`config.mk`:
```
export PLATFORM = sky130hd
export DESIGN_NAME = pipe_stage_reg
export DESIGN_NICKNAME = d
export VERILOG_FILES = /design/src/rtl/pipe_stage_reg.sv
export SDC_FILE = /design/constraint.sdc
export NUM_CORES = 1
export LEC_CHECK = 0
export BUFFER_PORTS_ARGS = -buffer_cell sky130_fd_sc_hd__buf_2
export CORE_ASPECT_RATIO = 1.5
export CORE_MARGIN = 8
export CORE_UTILIZATION = 54
export DETAILED_ROUTE_END_ITERATION = 8
export GPL_TIMING_DRIVEN = 0
export PLACE_DENSITY = 0.8
export SYNTH_ARGS = -nofsm -noshare
export SYNTH_HDL_FRONTEND = slang
export SYNTH_SLANG_ARGS = --single-unit
```
`constraint.sdc`:
```
create_clock -name clk -period 2.1 [get_ports clk]
set_clock_uncertainty 0.1 [all_clocks]
set_input_delay 0.315 -clock clk [delete_from_list [all_inputs] [get_ports clk]]
set_output_delay 0.315 -clock clk [all_outputs]
set_load 0.02 [all_outputs]
```
`src/rtl/pipe_stage_reg.sv`:
```
// rtl/pipe_stage_reg.sv - handshaked pipeline-stage register with skid buffer, flush and perf counters
//
// Purpose:
//   Carries a datapath bundle, a control bundle and a PC through one pipeline
//   stage with valid/ready flow control. A one-entry skid buffer lets in_ready
//   be a pure register, so no combinational path runs from out_ready to in_ready.
//   A flush empties the stage and inserts a bubble. Saturating counters
//   record stall, bubble and flush cycles.
//
// Ports:
//   clk, rst                  clock; asynchronous active-low reset
//   flush                     synchronous kill of held and incoming content
//   in_valid/in_ready         upstream handshake (in_ready registered)
//   in_data/in_ctrl/in_pc     upstream bundle
//   out_valid/out_ready       downstream handshake
//   out_data/out_ctrl/out_pc  registered bundle (out_ctrl is 0 whenever out_valid is 0)
//   stall_cnt                 cycles with out_valid & !out_ready
//   bubble_cnt                cycles with !out_valid & out_ready
//   flush_cnt                 cycles with flush high

module pipe_stage_reg #(
   parameter int              DATA_W   = 128,
   parameter int              CTRL_W   = 32,
   parameter int              PC_W     = 32,
   parameter logic [PC_W-1:0] RESET_PC = 32'h00003000,
   parameter int              CNT_W    = 16
) (
   input  logic              clk,
   input  logic              rst,
   input  logic              flush,
   input  logic              in_valid,
   output logic              in_ready,
   input  logic [DATA_W-1:0] in_data,
   input  logic [CTRL_W-1:0] in_ctrl,
   input  logic [PC_W-1:0]   in_pc,
   output logic              out_valid,
   input  logic              out_ready,
   output logic [DATA_W-1:0] out_data,
   output logic [CTRL_W-1:0] out_ctrl,
   output logic [PC_W-1:0]   out_pc,
   output logic [CNT_W-1:0]  stall_cnt,
   output logic [CNT_W-1:0]  bubble_cnt,
   output logic [CNT_W-1:0]  flush_cnt
);

   localparam logic [CNT_W-1:0] CNT_MAX = {CNT_W{1'b1}};

   // main register (drives the outputs directly)
   logic              m_valid;
   logic [DATA_W-1:0] m_data;
   logic [CTRL_W-1:0] m_ctrl;
   logic [PC_W-1:0]   m_pc;

   // skid register
   logic              s_valid;
   logic [DATA_W-1:0] s_data;
   logic [CTRL_W-1:0] s_ctrl;
   logic [PC_W-1:0]   s_pc;

   logic              in_ready_q;

   // next-state values
   logic              m_valid_n;
   logic [DATA_W-1:0] m_data_n;
   logic [CTRL_W-1:0] m_ctrl_n;
   logic [PC_W-1:0]   m_pc_n;
   logic              s_valid_n;
   logic [DATA_W-1:0] s_data_n;
   logic [CTRL_W-1:0] s_ctrl_n;
   logic [PC_W-1:0]   s_pc_n;

   logic in_fire;
   logic out_fire;

   assign in_fire  = in_valid & in_ready_q;
   assign out_fire = m_valid & out_ready;

   always_comb begin
      m_valid_n = m_valid;
      m_data_n  = m_data;
      m_ctrl_n  = m_ctrl;
      m_pc_n    = m_pc;
      s_valid_n = s_valid;
      s_data_n  = s_data;
      s_ctrl_n  = s_ctrl;
      s_pc_n    = s_pc;

      if (flush) begin
         // any same-cycle in-fire is dropped; an out-fire needs no action here
         m_valid_n = 1'b0;
         m_data_n  = '0;
         m_ctrl_n  = '0;
         m_pc_n    = RESET_PC;
         s_valid_n = 1'b0;
         s_data_n  = '0;
         s_ctrl_n  = '0;
         s_pc_n    = RESET_PC;
      end else begin
         case ({m_valid, s_valid})
            2'b00: begin
               if (in_fire) begin
                  m_valid_n = 1'b1;
                  m_data_n  = in_data;
                  m_ctrl_n  = in_ctrl;
                  m_pc_n    = in_pc;
               end
            end
            2'b10: begin
               if (in_fire && out_fire) begin
                  m_data_n  = in_data;
                  m_ctrl_n  = in_ctrl;
                  m_pc_n    = in_pc;
               end else if (in_fire) begin
                  s_valid_n = 1'b1;
                  s_data_n  = in_data;
                  s_ctrl_n  = in_ctrl;
                  s_pc_n    = in_pc;
               end else if (out_fire) begin
                  // emptying main turns the output into a NOP bubble
                  m_valid_n = 1'b0;
                  m_ctrl_n  = '0;
               end
            end
            2'b11: begin
               if (out_fire) begin
                  m_data_n  = s_data;
                  m_ctrl_n  = s_ctrl;
                  m_pc_n    = s_pc;
                  s_valid_n = 1'b0;
               end
            end
            default: begin
               // skid valid with main empty cannot be reached; recover to EMPTY
               s_valid_n = 1'b0;
               m_ctrl_n  = '0;
            end
         endcase
      end
   end

   always_ff @(posedge clk or negedge rst) begin
      if (!rst) begin
         m_valid    <= 1'b0;
         m_data     <= '0;
         m_ctrl     <= '0;
         m_pc       <= RESET_PC;
         s_valid    <= 1'b0;
         s_data     <= '0;
         s_ctrl     <= '0;
         s_pc       <= RESET_PC;
         in_ready_q <= 1'b1;
      end else begin
         m_valid    <= m_valid_n;
         m_data     <= m_data_n;
         m_ctrl     <= m_ctrl_n;
         m_pc       <= m_pc_n;
         s_valid    <= s_valid_n;
         s_data     <= s_data_n;
         s_ctrl     <= s_ctrl_n;
         s_pc       <= s_pc_n;
         in_ready_q <= ~s_valid_n;
      end
   end

   // counters look at pre-edge state and stick at their maximum
   always_ff @(posedge clk or negedge rst) begin
      if (!rst) begin
         stall_cnt  <= '0;
         bubble_cnt <= '0;
         flush_cnt  <= '0;
      end else begin
         if (m_valid && !out_ready && stall_cnt != CNT_MAX)
            stall_cnt <= stall_cnt + CNT_W'(1);
         if (!m_valid && out_ready && bubble_cnt != CNT_MAX)
            bubble_cnt <= bubble_cnt + CNT_W'(1);
         if (flush && flush_cnt != CNT_MAX)
            flush_cnt <= flush_cnt + CNT_W'(1);
      end
   end

   assign in_ready  = in_ready_q;
   assign out_valid = m_valid;
   assign out_data  = m_data;
   assign out_ctrl  = m_ctrl;
   assign out_pc    = m_pc;

endmodule

```
==> impl_metrics.csv <==
group,metric,value,unit
routing,vias_per_cell,6.18,
routing,drc,0,
sta,fin_crit_sh,0.979,
worst_setup_path,path_class,"register to register",
cells_and_area,multiInputGateArea,6930,sq um
sta,max_slew_margin,0.497,
place,dpl.hpwl,42.2,mm
place,placed_area,21300,sq um
routing,met1_length,23.2,mm
synth,synth.area.mux_share,0.0889,
global_route,grt_max_degree,118,
cells_and_area,nFillCells,2080,
outcome,status,"complete, no violations",
cells_and_area,fin_util,0.735,
synth,yosys.area_share.xor_xnor,0.0186,
routing,wl_per_cell,24.4,microns
synth,synth-adder-area-share,0.00204,
routing,top_layer,"met5",
sta,hold_viol,0,
synth,yosysUniqueCellTypes,57,
cells_and_area,final_area,25000,sq um
synth,ys_seq_area_frac,0.592,
cts,path_clk_slew,0.07,ns
global_route,grt_remaining_overflow,0,
sta,rsz0062_at_grt,"true",
die,core,34000,sq um
cts,cts-root-buf,"clkbuf_16",
synth,syn_nets,1691,
synth,synth_edf_count,0,
worst_setup_path,worstSetupStartpointType,"register",
cells_and_area,drive_gt1_frac,0.296,
cts,cts_tree,"done",
routing,dr.pass1.iters,8,
cells_and_area,syn2layout_area_growth,35.7,%
worst_setup_path,cp.arrival,2.38,ns
die,num_io_pins,439,
routing,vias,16300,
synth,postSynthAreaPerCell,12.3,sq um
synth,synthCells,1491,
die,die_area,40400,sq um
flow_run,drv_cap,0,
place,place.gp.congestion,0.903,
synth,synth_top_family_by_area,"compound AO/OA/AOI/OAI gates",
pwr,irDropWorstVdd,0.000684,V
die,start_util,0.542,
sta,worst-slew-pin-transition,0.755,ns
sta,period_needed,2.05,ns
die,rows,83,
routing,drt_iter0_drc,1364,
global_route,grt_pass1_vias,17500,
synth,synth_flop_cell,"dfrtp_1",
pwr,powerDensity,869,nW/um^2
cells_and_area,nets,2373,
worst_setup_path,cp-end-kind,"register",
sta,finalMaxSlewViolations,0,
worst_setup_path,r2r_setup_slack,0.05,ns
cts,clk_latency,0.54,ns
synth,yosysWarnings,0,
synth,synthSimpleGateAreaFrac,0.0708,
global_route,grt_use_total,0.313,
die,fp.dieH,242,microns
cts,cts.sinks,435,
cells_and_area,sequential_cell_area,10900,sq um
cts,cts_buffer_depth,3,
global_route,antenna_found_initial,13,
synth,async_flop_share,1.00,
worst_setup_path,cp_max_fo,10,
routing,ant_nets,0,
routing,dr_wl_met2,32.1,mm
hold_path,hp-class,"input pin to register",
synth,synth_area,18400,sq um
sta,setup_viol,0,
pwr,leakagePower,12.1,nW
worst_setup_path,crit_required,2.43,ns
place,numPortBuffers,438,
routing,wl_met3,4.99,mm
synth,ys_ff_latch,435,
cts,ctsHtreeMaxLevel,2,
synth,synth-compound-area-share,0.193,
cts,cts_buffers,42,
global_route,grt_pass1_wl,101,mm
sta,max_freq,487,MHz
die,die_x,167,microns
routing,wirelength,64.4,mm
per-stage QoR:
step	setup TNS [ns]	hold slack, ns	power (mW)	setup slack (ns)	instances
global route	-0.151	0.105	22.4	-0.0483	2644
global placement	-3471.74	0.353	12.6	-7.86	2354
floorplan	0	-0.0806	11.2	0.141	1491
finish	0	0.116	21.7	0.0450	2644
CTS	0	0.0586	21.7	0.0139	2632
detailed placement	-108.56	0.117	12.7	-0.559	2358
kinds of logic after synthesis:
kind of cell / Yosys count
simple gates: 274
buf+inv: 136
fa+ha+maj: 3
xor+xnor: 39
mux: 163
flops: 435
compound gates: 441
synthesized netlist by cell type (4+ instances only):
cell	instances	area [sq um]
a211oi_1	4	30.0
a21oi_1	10	50.1
a22o_1	190	1660
a22oi_1	32	240
and3_1	4	25.0
and4_1	5	43.8
buf_2	76	380
buf_4	8	60.1
clkbuf_1	45	169
dfrtp_1	430	10800
dfstp_2	5	131
inv_1	4	15.0
mux2i_1	159	1590
nand2_1	177	664
nand2b_1	5	31.3
nand3_1	15	75.1
nand4_1	12	75.1
nor2_1	10	37.5
nor3_1	10	50.1
nor4_1	9	56.3
nor4b_1	4	35.0
o21ai_0	4	20.0
o2bb2ai_1	32	280
o31ai_1	158	1190
xnor2_1	6	52.6
xor2_1	33	289
routing by layer:
metal  vias to the layer above  global-route usage
met4                         4               0.187
met2                       938               0.533
met5                         -                   0
li1                       6963                   -
met1                      8170               0.350
met3                       257              0.0788
registers in the layout, indices dropped and copies added (netlist names), 16 cells and up:
| register | flops |
|---|---|
| flush_cnt | 16 |
| out_ctrl | 32 |
| s_ctrl | 32 |
| s_pc | 32 |
| out_pc | 32 |
| stall_cnt | 16 |
| out_data | 128 |
| s_data | 128 |
| bubble_cnt | 16 |
timing repair:
item | in CTS | in global routing
setup endpoints to repair | 333 | 169
gates resized for setup | 28 | 36
endpoints found under the hold margin | 297 | 0
pin swaps | 1 | 1
hold buffers | 193 | 0
setup buffers | 3 | 0
power breakdown:
part	switching, mW	internal (mW)
Clock	3.34	5.34
Combinational	2.20	1.31
Sequential	0.550	8.96
Total	6.09	15.6
final timing paths:
kind / startpoint / to / cells past startpoint
worst max-delay path: out_valid$_DFFE_PN0P_ / out_data[32]$_DFFE_PN0P_ / 6
worst min-delay path: in_valid / out_valid$_DFFE_PN0P_ / 3
worst max register to register: out_valid$_DFFE_PN0P_ / out_data[32]$_DFFE_PN0P_ / 6
worst min register to register: out_pc[12]$_DFFE_PN1P_ / out_pc[12]$_DFFE_PN1P_ / 2
max in group asynchronous: rst / s_ctrl[10]$_DFFE_PN0P_ / 4
min in group asynchronous: rst / s_data[96]$_DFFE_PN0P_ / 2
final cells by class:
cell class	count	area share
buffer	132	0.0279
clock inverter	18	0.0129
clock buffer	60	0.0510
tap	425	0.0213
inverter	4	0.000601
timing repair buffer	638	0.171
antenna	12	0.00120
multi-input combinational	920	0.278
sequential	435	0.436
worst max-delay path, cell delays in order (launching register included):
cell and delay (ns):
dfrtp_2 0.49, nand2b_1 0.21, a31oi_4 0.32, buf_4 0.31, buf_2 0.27, nand2_1 0.12, o31ai_1 0.11
cell usage in the layout (no fill, tap or decap), types with 5 or more instances in the layout:
| cell | instances |
|---|---|
| a22o_1 | 190 |
| clkbuf_2 | 20 |
| dfstp_2 | 5 |
| clkinv_2 | 7 |
| a21oi_1 | 8 |
| dfrtp_1 | 428 |
| clkbuf_1 | 29 |
| diode_2 | 12 |
| clkbuf_8 | 9 |
| nor4_1 | 8 |
| dlygate4sd3_1 | 193 |
| xor2_1 | 33 |
| nor3_1 | 10 |
| nor2_1 | 9 |
| nand2_1 | 177 |
| nand4_1 | 12 |
| clkbuf_4 | 8 |
| clkbuf_16 | 45 |
| bufinv_16 | 9 |
| buf_2 | 500 |
| a22oi_1 | 32 |
| o31ai_1 | 158 |
| nand3_1 | 15 |
| and4_1 | 5 |
| buf_4 | 16 |
| xnor2_1 | 6 |
| o2bb2ai_1 | 32 |
| mux2i_1 | 159 |
(Power assumes the default switching activity.)
